## src/rtl/router_out_arbiter_if.sv

```systemverilog
// rtl/router_out_arbiter_if.sv - handshake bundle between input ports, output arbiter and link
// Purpose: groups the request/grant/flow-control signals of one router output.
// Signals:
//   req_i       [NIN]   per-input flit valid toward this output
//   tail_i      [NIN]   per-input last-flit-of-packet flag
//   out_ready_i         downstream link can accept a flit
//   gnt_o       [NIN]   one-hot owner of the output, zero when unowned
//   sel_o       [SELW]  binary owner index for the output mux
//   out_valid_o         muxed flit is valid
//   in_ready_o  [NIN]   per-input pop strobe
//   busy_o              output locked to a packet
// Modports: slave = arbiter side, master = requester/link side.
interface router_out_arbiter_if #(
  parameter int NIN  = 4,
  parameter int SELW = $clog2(NIN)
);
  logic [NIN-1:0]  req_i;
  logic [NIN-1:0]  tail_i;
  logic            out_ready_i;
  logic [NIN-1:0]  gnt_o;
  logic [SELW-1:0] sel_o;
  logic            out_valid_o;
  logic [NIN-1:0]  in_ready_o;
  logic            busy_o;

  modport slave (
    input  req_i, tail_i, out_ready_i,
    output gnt_o, sel_o, out_valid_o, in_ready_o, busy_o
  );

  modport master (
    output req_i, tail_i, out_ready_i,
    input  gnt_o, sel_o, out_valid_o, in_ready_o, busy_o
  );
endinterface

```

## src/rtl/router_out_arbiter.sv

```systemverilog
// rtl/router_out_arbiter.sv - round-robin wormhole switch allocator for one router output
// Purpose: grants the output to one input for a whole packet, rotating priority
// after every completed packet, and gates flit transfer with valid/ready.
// Ports:
//   clk_i  clock, rising edge
//   rst_i  synchronous active-high reset
//   bus    router_out_arbiter_if.slave (req/tail/out_ready in; gnt/sel/out_valid/in_ready/busy out)
module router_out_arbiter #(
  parameter int NIN = 4
) (
  input  logic                  clk_i,
  input  logic                  rst_i,
  router_out_arbiter_if.slave   bus
);
  localparam int SELW = $clog2(NIN);

  typedef enum logic {
    IDLE   = 1'b0,
    LOCKED = 1'b1
  } state_e;

  state_e          state_q, state_d;
  logic [NIN-1:0]  gnt_q, gnt_d;
  logic [SELW-1:0] sel_q, sel_d;
  logic [SELW-1:0] ptr_q, ptr_d;

  logic            found;
  logic [SELW-1:0] pick;
  logic [SELW-1:0] idx;
  logic            own_req;
  logic            own_tail;
  logic            out_valid;
  logic [NIN-1:0]  in_ready;

  always_comb begin
    state_d   = state_q;
    gnt_d     = gnt_q;
    sel_d     = sel_q;
    ptr_d     = ptr_q;
    out_valid = 1'b0;
    in_ready  = '0;
    found     = 1'b0;
    pick      = '0;
    idx       = '0;

    // Rotating scan starting at the priority pointer; first hit wins.
    for (int i = 0; i < NIN; i++) begin
      idx = SELW'((int'(ptr_q) + i) % NIN);
      if (!found && bus.req_i[idx]) begin
        found = 1'b1;
        pick  = idx;
      end
    end

    // gnt_q is zero in IDLE, so these only see the owner while LOCKED.
    own_req  = |(bus.req_i & gnt_q);
    own_tail = |(bus.tail_i & gnt_q);

    case (state_q)
      IDLE: begin
        if (found) begin
          state_d = LOCKED;
          gnt_d   = NIN'(1) << pick;
          sel_d   = pick;
        end
      end
      LOCKED: begin
        out_valid = own_req;
        in_ready  = gnt_q & bus.req_i & {NIN{bus.out_ready_i}};
        // Lock is released only by a tail flit actually leaving; sel_q keeps
        // its value so the mux select does not glitch during the idle bubble.
        if (own_req && bus.out_ready_i && own_tail) begin
          state_d = IDLE;
          gnt_d   = '0;
          ptr_d   = SELW'((int'(sel_q) + 1) % NIN);
        end
      end
      default: begin
        state_d = IDLE;
        gnt_d   = '0;
      end
    endcase
  end

  always_ff @(posedge clk_i) begin
    if (rst_i) begin
      state_q <= IDLE;
      gnt_q   <= '0;
      sel_q   <= '0;
      ptr_q   <= '0;
    end else begin
      state_q <= state_d;
      gnt_q   <= gnt_d;
      sel_q   <= sel_d;
      ptr_q   <= ptr_d;
    end
  end

  assign bus.gnt_o       = gnt_q;
  assign bus.sel_o       = sel_q;
  assign bus.busy_o      = (state_q == LOCKED);
  assign bus.out_valid_o = out_valid;
  assign bus.in_ready_o  = in_ready;
endmodule

```

## src/flat_wrapper.sv

```systemverilog
// flat-port wrapper written by rule: the top's interface ports become plain ports
module router_out_arbiter_flat 
#(
  parameter int NIN = 4
)
  (clk_i, rst_i, bus_req_i, bus_tail_i, bus_out_ready_i, bus_gnt_o, bus_sel_o, bus_out_valid_o, bus_in_ready_o, bus_busy_o);
  router_out_arbiter_if #(.NIN(NIN)) bus_i ();
  input  logic clk_i;
  input  logic rst_i;
  input wire logic [$bits(bus_i.req_i)-1:0] bus_req_i;
  input wire logic [$bits(bus_i.tail_i)-1:0] bus_tail_i;
  input wire logic [$bits(bus_i.out_ready_i)-1:0] bus_out_ready_i;
  output wire logic [$bits(bus_i.gnt_o)-1:0] bus_gnt_o;
  output wire logic [$bits(bus_i.sel_o)-1:0] bus_sel_o;
  output wire logic [$bits(bus_i.out_valid_o)-1:0] bus_out_valid_o;
  output wire logic [$bits(bus_i.in_ready_o)-1:0] bus_in_ready_o;
  output wire logic [$bits(bus_i.busy_o)-1:0] bus_busy_o;
  assign bus_i.req_i = bus_req_i;
  assign bus_i.tail_i = bus_tail_i;
  assign bus_i.out_ready_i = bus_out_ready_i;
  assign bus_gnt_o = bus_i.gnt_o;
  assign bus_sel_o = bus_i.sel_o;
  assign bus_out_valid_o = bus_i.out_valid_o;
  assign bus_in_ready_o = bus_i.in_ready_o;
  assign bus_busy_o = bus_i.busy_o;
  router_out_arbiter #(.NIN(NIN)) u_core (.clk_i(clk_i), .rst_i(rst_i), .bus(bus_i));
endmodule
```

## config.mk

```make
export PLATFORM = sky130hd
export DESIGN_NAME = router_out_arbiter_flat
export DESIGN_NICKNAME = d
export VERILOG_FILES = /design/src/rtl/router_out_arbiter_if.sv /design/src/rtl/router_out_arbiter.sv /design/src/flat_wrapper.sv
export SDC_FILE = /design/constraint.sdc
export NUM_CORES = 1
export LEC_CHECK = 0
export ABC_AREA = 0
export CELL_PAD_IN_SITES_DETAIL_PLACEMENT = 1
export CELL_PAD_IN_SITES_GLOBAL_PLACEMENT = 1
export CORE_MARGIN = 4
export CORE_UTILIZATION = 30
export CTS_BUF_LIST = sky130_fd_sc_hd__clkbuf_8
export DETAILED_ROUTE_END_ITERATION = 8
export GPL_ROUTABILITY_DRIVEN = 0
export GPL_TIMING_DRIVEN = 0
export PLACE_DENSITY = 0.77
export SYNTH_ARGS = -nofsm -noshare
export SYNTH_HDL_FRONTEND = slang
export SYNTH_SLANG_ARGS = --single-unit
```

## constraint.sdc

```tcl
create_clock -name clk_i -period 4.1 [get_ports clk_i]
set_input_delay 0.615 -clock clk_i [delete_from_list [all_inputs] [get_ports clk_i]]
set_output_delay 0.615 -clock clk_i [all_outputs]
set_load 0.1 [all_outputs]
```

==> results.toml <==
[floorplanning]
placementRows = 15
core_area_mm2 = 0.00171
die_x_um = 50.4
die_area_mm2 = 0.00254
initial_utilization = 0.315
fp.dieH_um = 50.4
ios = 23

[setup_path]
reg2reg_depth = 5
critPathKind = "in2out"
start_kind = "primary input"
required_ns = 3.48
arrival_ns = 2.72
cp-end-kind = "output pin"
worstPathMaxFanout = 7

[yosys]
ys_types = 30
synthesis.area_um2 = 538
synthCells = 66
syn_area_per_cell_um2 = 8.15
synth_top_area_share = 0.335
ys_ff_latch = 9
yosys_warnings = 0
synth_nets = 77
synth_edf_count = 0
synth_area_leader_cell = "dfxtp_1"
ys_async_sr_fraction = 0
synthTopCellsByArea = "dfxtp_1, o32ai_1, nand3b_1"
ys_seq_area_frac = 0.335
ys.flop_type = "dfxtp_1"

[sta]
slew-limit-headroom = 0.339
rsz0062_at_grt = "no"
period_needed_ns = 3.34
hold_slack_ns = 0.500
finalClockSkew_ns = 0.00202
fin_tns_setup_ns = 0
report.final.slew_viol_count = 0
setup_viol = 0
worstMarginPinSlew_ns = 0.988
hold_violations = 0
max_freq_mhz = 299
min_period_over_period = 0.815

[final_layout]
antenna_cells = 0
fillers = 210
drive_gt1_frac = 0.0870
final_cell_area_um2 = 835
syn_to_final_growth_pct = 55.1
nets = 104

[place]
placed_area_um2 = 790
hpwl_um = 1330
portBuffers = 22

[power_and_ir_drop]
p_comb_frac = 0.284
cellLeakagePower_nw = 0.290
p_int_mw = 0.182
peakVddDrop_v = 0.000174
switching_share = 0.337
pwr_density_cell_mw_per_mm2 = 330
p_switching_mw = 0.0926
seq_power_share = 0.350
pwr-share-clk = 0.366

[route]
viasPerCell = 5.19
drtPass1Iterations = 2
drcViolationCount = 0
drt_iter0_drc = 2
postRouteAntennaNets = 0
totalWireLength_um = 1820
routedWlPerCell_um = 15.6
vias = 607

[global_routing]
grt_overflow = 0
grt-busiest-layer = "met2"
gr-usage-all-layers = 0.163
grt_max_degree = 11
met1_usage = 0.204
antenna_found_initial = 0
first_global_vias = 621
grt_pass1_wl_um = 3080
grt_use_met3 = 0.0326
use_met2 = 0.265

[clock_network]
cts_made_buffers = 3
post_cts_resized = 0
cts_tree = "yes"
cts_root_buf = "clkbuf_8"
cts_buffer_depth = 2
clk_pin_slew_ns = 0.04
cts_num_sinks = 9
htreeDepth = 1
hold_buffers = 0
insertion_delay_ns = 0.23
post-cts-setup-buffers = 0

[hold_path]
holdPathStages = 2
hp-class = "reg2reg"

[status]
outcome = "finished, final reports clean"

[flow_run]
max_cap_violations = 0
==> per-stage QoR <==
stage	utilization	cells	worst slack [ns]	power, mW
finish	0.489	117	0.760	0.275
global route	0.489	117	0.633	0.290
CTS	0.489	117	0.759	0.279
detailed placement	0.462	113	0.787	0.175
global placement	0.462	113	0.791	0.175
floorplan	-	66	0.607	0.148
==> area by class of cell <==
cell class / instances / area, um2 / share of cell area
multi-input combinational: 51 / 327 / 0.391
timing repair buffer: 22 / 220 / 0.264
sequential: 9 / 180 / 0.216
clock buffer: 3 / 41.3 / 0.0495
tap: 25 / 31.3 / 0.0375
buffer: 3 / 20.0 / 0.0240
inverter: 3 / 11.3 / 0.0135
clock inverter: 1 / 3.75 / 0.00450
==> path summary, 6_finish.rpt <==
kind,end,slack [ns],startpoint
max reg2reg,u_core.bus.gnt_o[3]$_SDFFE_PP0P_,2.62,u_core.ptr_q[1]$_SDFFE_PP0P_
min reg2reg,u_core.bus.sel_o[1]$_SDFFE_PP0P_,0.50,u_core.bus.sel_o[1]$_SDFFE_PP0P_
max,bus_out_valid_o,0.76,bus_req_i[3]
min,u_core.bus.sel_o[1]$_SDFFE_PP0P_,0.50,u_core.bus.sel_o[1]$_SDFFE_PP0P_
==> power groups by stage <==
stage / combinational (mW) / sequential, mW / clock (mW)
6_report: 0.0782 / 0.0962 / 0.101
5_1_grt: 0.0824 / 0.0967 / 0.111
4_1_cts: 0.0786 / 0.0961 / 0.104
3_5_place_dp: 0.0773 / 0.0977 / 0
3_3_place_gp: 0.0768 / 0.0978 / 0
2_1_floorplan: 0.0258 / 0.122 / 0
==> kinds of logic after synthesis <==
family,Yosys count,share of synthesized area
AND/OR/NAND/NOR,27,0.277
AO/OA/AOI/OAI,22,0.295
flip-flops,9,0.335
buffers and inverters,6,0.0581
XOR/XNOR,1,0.0163
multiplexers,1,0.0186
==> synth_stat cells, drive strengths merged (2+ instances only) <==
cell type  n
a21oi      5
and3       2
dfxtp      9
nand3b     4
nand2b     3
a22oi      3
buf        2
nor2       6
o32ai      4
nand2      5
a211oi     2
o22ai      2
inv        3
or3        2
==> sequential cells by signal, summed over array words and instances, names as in the netlist <==
name and flops:
u_core.bus.busy_o 1, u_core.bus.gnt_o 4, u_core.bus.sel_o 2, u_core.ptr_q 2
==> critical path, cell delays in order <==
cell	delay [ns]
clkdlybuf4s50_1	0.62
nand2_1	0.15
a31oi_1	0.18
clkdlybuf4s50_1	1.15
==> layer usage <==
| layer | routed length (um) | up-vias | share of wire |
|---|---|---|---|
| met5 | 0 | - | 0 |
| met4 | 8 | 0 | 0.0044 |
| met3 | 69 | 2 | 0.038 |
| met2 | 915 | 10 | 0.50 |
| met1 | 829 | 290 | 0.45 |
| li1 | - | 305 | - |
==> cells in the final DEF (no fill, tap or decap), types with 2 or more instances in the layout <==
master,n
inv_1,4
nand3b_1,4
clkdlybuf4s50_1,22
clkbuf_8,3
nor2_1,6
a211oi_1,2
dfxtp_1,9
a21oi_1,5
o32ai_1,4
and3_1,2
nand2_1,5
o22ai_1,2
a22oi_1,3
nand2b_1,3
(Power assumes the default switching activity.)
